`src/rtl/alu_wide_seq.sv`:
```
// alu_wide_seq: drives an external 8-bit combinational ALU one byte slice per
// clock to build an NBYTES-wide add, xor/or/and or logical shift-right.
// Handshake: start is a request that is accepted only in IDLE. done is a single
// cycle pulse that marks the result, carry_out and err outputs as valid. There
// is no backpressure on done.
module alu_wide_seq #(
  parameter int NBYTES = 2
) (
  input  logic                  clk,
  input  logic                  reset,
  input  logic                  start,
  input  logic [2:0]            op,
  input  logic [8*NBYTES-1:0]   opA,
  input  logic [8*NBYTES-1:0]   opB,
  input  logic                  cin,
  output logic [2:0]            alu_cmd,
  output logic [7:0]            alu_inA,
  output logic [7:0]            alu_inB,
  output logic                  alu_sc_i,
  input  logic [7:0]            alu_rslt,
  input  logic                  alu_sc_o,
  output logic                  busy,
  output logic                  done,
  output logic                  err,
  output logic [8*NBYTES-1:0]   result,
  output logic                  carry_out,
  output logic                  zero,
  output logic                  parity,
  output logic [1:0]            state_dbg
);

  localparam int W  = 8 * NBYTES;
  localparam int IW = (NBYTES > 1) ? $clog2(NBYTES) : 1;
  localparam logic [IW-1:0] LAST_IDX = IW'(NBYTES - 1);

  localparam logic [2:0] OP_ADD = 3'b000;
  localparam logic [2:0] OP_XOR = 3'b100;
  localparam logic [2:0] OP_OR  = 3'b101;
  localparam logic [2:0] OP_AND = 3'b110;
  localparam logic [2:0] OP_SRL = 3'b111;

  typedef enum logic [1:0] {
    IDLE = 2'd0,
    RUN  = 2'd1,
    DONE = 2'd2
  } state_t;

  state_t          state_q, state_d;
  logic [W-1:0]    a_q, b_q, result_q;
  logic [2:0]      op_q;
  logic            carry_q;
  logic            err_q;
  logic [IW-1:0]   idx_q;
  logic            op_legal;
  logic            last_byte;
  logic [W-1:0]    a_shift, b_shift;

  assign op_legal  = (op == OP_ADD) || (op == OP_XOR) || (op == OP_OR) ||
                     (op == OP_AND) || (op == OP_SRL);
  // srl walks from the MSB byte down so the shifted bit enters from above.
  assign last_byte = (op_q == OP_SRL) ? (idx_q == '0) : (idx_q == LAST_IDX);

  // Byte-slice selection of the latched operands.
  assign a_shift = a_q >> {idx_q, 3'b000};
  assign b_shift = b_q >> {idx_q, 3'b000};

  // State register.
  always_ff @(posedge clk) begin
    if (reset) state_q <= IDLE;
    else       state_q <= state_d;
  end

  // Next-state logic and ALU command outputs.
  always_comb begin
    state_d  = state_q;
    alu_cmd  = 3'b000;
    alu_inA  = 8'h00;
    alu_inB  = 8'h00;
    alu_sc_i = 1'b0;
    case (state_q)
      IDLE: begin
        if (start) state_d = op_legal ? RUN : DONE;
      end
      RUN: begin
        alu_cmd  = op_q;
        alu_inA  = a_shift[7:0];
        alu_inB  = b_shift[7:0];
        alu_sc_i = carry_q;
        if (last_byte) state_d = DONE;
      end
      DONE: state_d = IDLE;
      default: state_d = IDLE;
    endcase
  end

  // Datapath: operand latch, byte index, carry chain and result assembly.
  always_ff @(posedge clk) begin
    if (reset) begin
      a_q      <= '0;
      b_q      <= '0;
      op_q     <= 3'b000;
      carry_q  <= 1'b0;
      err_q    <= 1'b0;
      idx_q    <= '0;
      result_q <= '0;
    end else begin
      case (state_q)
        IDLE: begin
          if (start) begin
            result_q <= '0;
            if (op_legal) begin
              a_q     <= opA;
              b_q     <= opB;
              op_q    <= op;
              carry_q <= ((op == OP_ADD) || (op == OP_SRL)) ? cin : 1'b0;
              idx_q   <= (op == OP_SRL) ? LAST_IDX : '0;
              err_q   <= 1'b0;
            end else begin
              carry_q <= 1'b0;
              err_q   <= 1'b1;
            end
          end
        end
        RUN: begin
          result_q[idx_q*8 +: 8] <= alu_rslt;
          carry_q <= alu_sc_o;
          if (op_q == OP_SRL) idx_q <= idx_q - 1'b1;
          else                idx_q <= idx_q + 1'b1;
        end
        default: ;
      endcase
    end
  end

  assign busy      = (state_q == RUN);
  assign done      = (state_q == DONE);
  assign err       = err_q;
  assign result    = result_q;
  // Bitwise ops leave carry_q at 0 since the ALU reports sc_o = 0 for them.
  assign carry_out = carry_q;
  assign zero      = (result_q == '0);
  assign parity    = ^result_q;
  assign state_dbg = state_q;

endmodule

```
`config.mk`:
```
export PLATFORM = sky130hd
export DESIGN_NAME = alu_wide_seq
export DESIGN_NICKNAME = d
export VERILOG_FILES = /design/src/rtl/alu_wide_seq.sv
export SDC_FILE = /design/constraint.sdc
export NUM_CORES = 1
export LEC_CHECK = 0
export ABC_AREA = 0
export CAP_MARGIN = 20
export CORE_MARGIN = 8
export CORE_UTILIZATION = 40
export CTS_CLUSTER_SIZE = 24
export DETAILED_ROUTE_END_ITERATION = 10
export GPL_ROUTABILITY_DRIVEN = 1
export GPL_TIMING_DRIVEN = 0
export HOLD_SLACK_MARGIN = 0.1
export PLACE_DENSITY = 0.77
export SYNTH_ARGS = -nofsm -noshare
export SYNTH_HDL_FRONTEND = slang
export SYNTH_SLANG_ARGS = --single-unit
```
`constraint.sdc`:
```
create_clock -name clk -period 3.18 [get_ports clk]
set_input_delay 0.318 -clock clk [delete_from_list [all_inputs] [get_ports clk]]
set_output_delay 0.318 -clock clk [all_outputs]
set_load 0.01 [all_outputs]
```
# == Word-level counts from Yosys, hierarchy flattened ==
# Index checks and enable logic that the tools add are counted.
# op_classes
n_addsub,3
n_eq_ne,10
shifts,4
mux,22
bitwise,1
n_reduce_logical,15
# op_table
op,count
$neg A4 Y34,1
$shift A8 B34 Y16 const A,1
$shiftx A8 B34 Y16,1
$pmux W16 S2,1
$shr A16 B4 Y8,2
$bwmux W16,1
$logic_not A16 Y1,1
$mux W16,1
$mux W8,2
$reduce_xor A16 Y1,1
$eq A3 B3 Y1 const B,5
$mux W1,10
$mux W2,3
$reduce_and A2 Y1,3
$reduce_and A3 Y1,2
$logic_or A1 B1 Y1,5
$ne A2 B2 Y1 const B,2
$pmux W1 S2,2
$pmux W2 S2,1
$logic_not A3 Y1,1
$mux W3,1
$eq A2 B1 Y1 const B,1
$eq A2 B2 Y1 const B,1
$logic_not A2 Y1,1
5 further kinds,5
# word_totals
register_bits,56
inputBits,48
out_inout_bits,44
elab_cells,63

# == Logic depth before layout (Yosys ltp) ==
# depth
ltp_word,8
mapped_depth,7
mapped_depth_nobuf,5

# == Worst setup path before layout ==
# No wires, ideal clock.
# synth_path
kind,reg-to-output
from,reg result_q[8] (netlist: result[8])
to,out parity
t_arrival_ns,1.269
required_time_ns,2.862
path_slack_ns,1.593
stages_incl_launch_ff,6
path_buffers,0
path_cell_list,dfxtp_1 > inv_1 > ha_1 > xor2_1 > xnor2_1 > xnor2_1
# synth_between
elab_chain_len,1
# synth_lines
element,line,source
from (decl),49,"logic [W-1:0] a_q, b_q, result_q;"
"from (signal, indexed assignment)",125,result_q[idx_q*8 +: 8] <= alu_rslt;
$reduce_xor A16 Y1,142,assign parity = ^result_q;
to (decl),28,"output logic parity,"
# No other way between the ends.

# == Worst setup path after layout ==
# layout_path
from,reg state_q[1] (netlist: state_dbg[1])
to,out alu_inB[0]
# layout_between
elab_chain_len,2
# layout_lines
element,line,source
from (decl),48,"state_t state_q, state_d;"
from (signal assigned),70,else state_q <= state_d;
$eq A2 B1 Y1,80,case (state_q)
$mux W8,80,
to (decl),18,"output logic [7:0] alu_inB,"
# No other way between the ends.

==> flow_summary.toml <==
[cells_and_area]
multiInputGateArea_mm2 = 0.00132
area_growth_pct = 42.5
layoutNonFillerInstCount = 496
regArea_mm2 = 0.00112
fin_util_pct = 59.1
final_cell_mix = "clkdlybuf4s50_1 (90), nand2_1 (68), dfxtp_1 (56)"
nets = 475
final_common_cell = "clkdlybuf4s50_1"
drive_gt1_share_pct = 8.11
antenna_cells = 0
num-fill-cells = 593
design_area_mm2 = 0.00378

[critical_path]
cpLargestDelayFamily = "buffers and inverters"
path_buf_inv = 4
cp.depth = 6
critPathArrivalTime_ns = 2.25
critPathSlowestCell = "clkdlybuf4s50_1"
path_cells = "buf_6 -> nand2b_4 -> buf_2 -> buf_1 -> nor2_1 -> clkdlybuf4s50_1"
worst_setup_path_start_kind = "flip-flop"
crit_fanout = 10
r2r_cells = 6
critical_path_class = "flip-flop to primary output"
crit_required_ns = 2.86
end_kind = "primary output"
max_stage_delay_ns = 0.50

[detailed_routing]
antenna_left = 0
routedWlPerCell_um = 14.8
dr_total_vias = 2499
dr.first_iter.drc_count = 101
first_pass_iters = 4
finalWirelength_um = 7350
drcViolationCount = 0
viasPerCell = 5.04

[placed_design]
postPlaceCellArea_mm2 = 0.00365
dp.cells = 489
port_buffers = 90
hpwl_um = 5570
post-place-ws_ns = 0.922
gp_congestion = 0.855

[floorplanning]
dieArea_mm2 = 0.00949
core_area_mm2 = 0.00639
num_io_pins = 92
die_y_um = 97.4
core.rowCount = 29
dieWidth_um = 97.4
start_util_pct = 41.5

[clocking]
clock_latency_ns = 0.30
cts_setup_buffers = 0
cts-resized-gates = 0
cts_buffer_depth = 2
cts_max_level = 2
cts_tree = "yes"
root_buffer = "clkbuf_8"
hold_buffers = 0
cts_buffers = 5
cts.clk_slew.worst_paths_ns = 0.10
clock_sinks = 56

[worst_hold_path]
hp-class = "input port to flip-flop"
holdPathStages = 2

[synth]
avgSynthCellArea_um2 = 8.23
synthSimpleGateAreaFrac_pct = 21.0
yosysUniqueCellTypes = 42
syn_inst = 322
synth_ff_type = "dfxtp_1"
synth_fa_ha_area_share_pct = 3.78
seq_area_frac_synth_pct = 42.3
synth_compound_area_share_pct = 16.4
synth_edf_count = 0
synth_top_family_by_area = "simple AND/OR/NAND/NOR gates"
syn_area_mm2 = 0.00265
ys_seq_elements = 56
muxShareOfSynthArea_pct = 6.04
synthXorXnorAreaFrac_pct = 2.64
synth_top_area_cell = "dfxtp_1"
async_flop_share_pct = 0
synth.net_count = 378
ys_warn_count = 0
ys_top_cells_by_area = "dfxtp_1 (42%), nand2_1 (9.6%), a21oi_1 (7.0%)"
synth_top_area_share_pct = 42.3

[timing]
clock_skew_ns = 0.00737
max_freq_mhz = 389
tns_ns = 0
tightestPinTransition_ns = 0.496
grt_setup_unrepaired = "false"
period_share_pct = 80.9
period_minus_slack_ns = 2.57
max_slew_margin_pct = 66.9
final-hold-violation-count = 0
setup_ws_ns = 0.607
drv_slew = 0
finalSetupViolations = 0

[grt]
grt_pass1_vias = 2611
grt_overflow_total = 0
antenna_found_initial = 0
grt_max_degree = 17
grt_pass1_wl_um = 12100
grt_usage_pct = 15.0

[outcome]
status = "completed"

[pwr]
power_density_mw_per_mm2 = 453
p_leak_nw = 1.35
peakVddDrop_mv = 0.285

[flow_run]
maxCapViolCount = 0
==> routing by layer <==
layer	GRT usage (%)	wire length [um]
met1	16.9	3250
met2	26.7	3570
met3	5.12	470
met4	2.45	51
met5	0	0
==> final cells by class <==
| cell class | instances | share of cell area, % |
|---|---|---|
| multi-input combinational | 228 | 35.0 |
| sequential | 56 | 29.7 |
| timing repair buffer | 90 | 23.9 |
| buffer | 20 | 3.74 |
| tap | 77 | 2.55 |
| clock buffer | 5 | 1.82 |
| inverter | 18 | 1.79 |
| clock inverter | 2 | 1.59 |
==> sequential cells by signal, summed over array words and instances (netlist names) <==
signal     count
a_q           16
b_q           16
result        16
op_q           3
state_dbg      2
carry_out      1
err            1
idx_q          1
==> worst register-to-register path, delay by kind of cell (launching register included) <==
kind | cells | cell delay (ns)
simple gates | 3 | 0.49
buf+inv | 2 | 0.46
flops | 1 | 0.32
compound gates | 1 | 0.16
==> synth_stat cells (2+ instances only) <==
| master | instances |
|---|---|
| nand2_1 | 68 |
| dfxtp_1 | 56 |
| a21oi_1 | 37 |
| nor2_1 | 37 |
| a22oi_1 | 17 |
| inv_1 | 17 |
| mux2i_1 | 16 |
| ha_1 | 8 |
| buf_2 | 7 |
| o21ai_0 | 6 |
| xnor2_1 | 6 |
| and2_1 | 5 |
| clkbuf_1 | 4 |
| clkbuf_8 | 3 |
| a21o_1 | 2 |
| and2b_2 | 2 |
| and3_2 | 2 |
| buf_6 | 2 |
| nand3_1 | 2 |
| nand4_1 | 2 |
| xor2_1 | 2 |
==> power by group <==
part,total [mW],internal (mW),switching (mW),leakage (nW)
Combinational,0.400,0.206,0.194,0.831
Clock,0.539,0.310,0.229,0.0642
Sequential,0.770,0.744,0.0258,0.456
==> cell families (layout without fill, tap and decap cells) <==
kind of cell             count (synthesis)  after routing
flip-flops                              56             56
multiplexers                            16             16
XOR/XNOR                                 8              8
AO/OA/AOI/OAI                           69             69
buffers and inverters                   38            135
AND/OR/NAND/NOR                        127            127
adder cells (fa/ha/maj)                  8              8
==> stage by stage <==
stage          hold WS [ns]  power (mW)
2_1_floorplan         0.436        1.00
3_3_place_gp          0.442        1.18
3_5_place_dp          0.446        1.19
4_1_cts               0.316        1.72
5_1_grt               0.328        1.79
6_report              0.318        1.71
==> worst paths after layout <==
kind	start	end	slack (ns)
setup / recovery	state_dbg[1]	alu_inB[0]	0.61
hold / removal	reset	a_q[0]	0.32
setup reg to reg	state_dbg[0]	op_q[2]	1.63
hold reg to reg	b_q[4]	b_q[4]	0.46
Power figures use the tool's default switching activity.
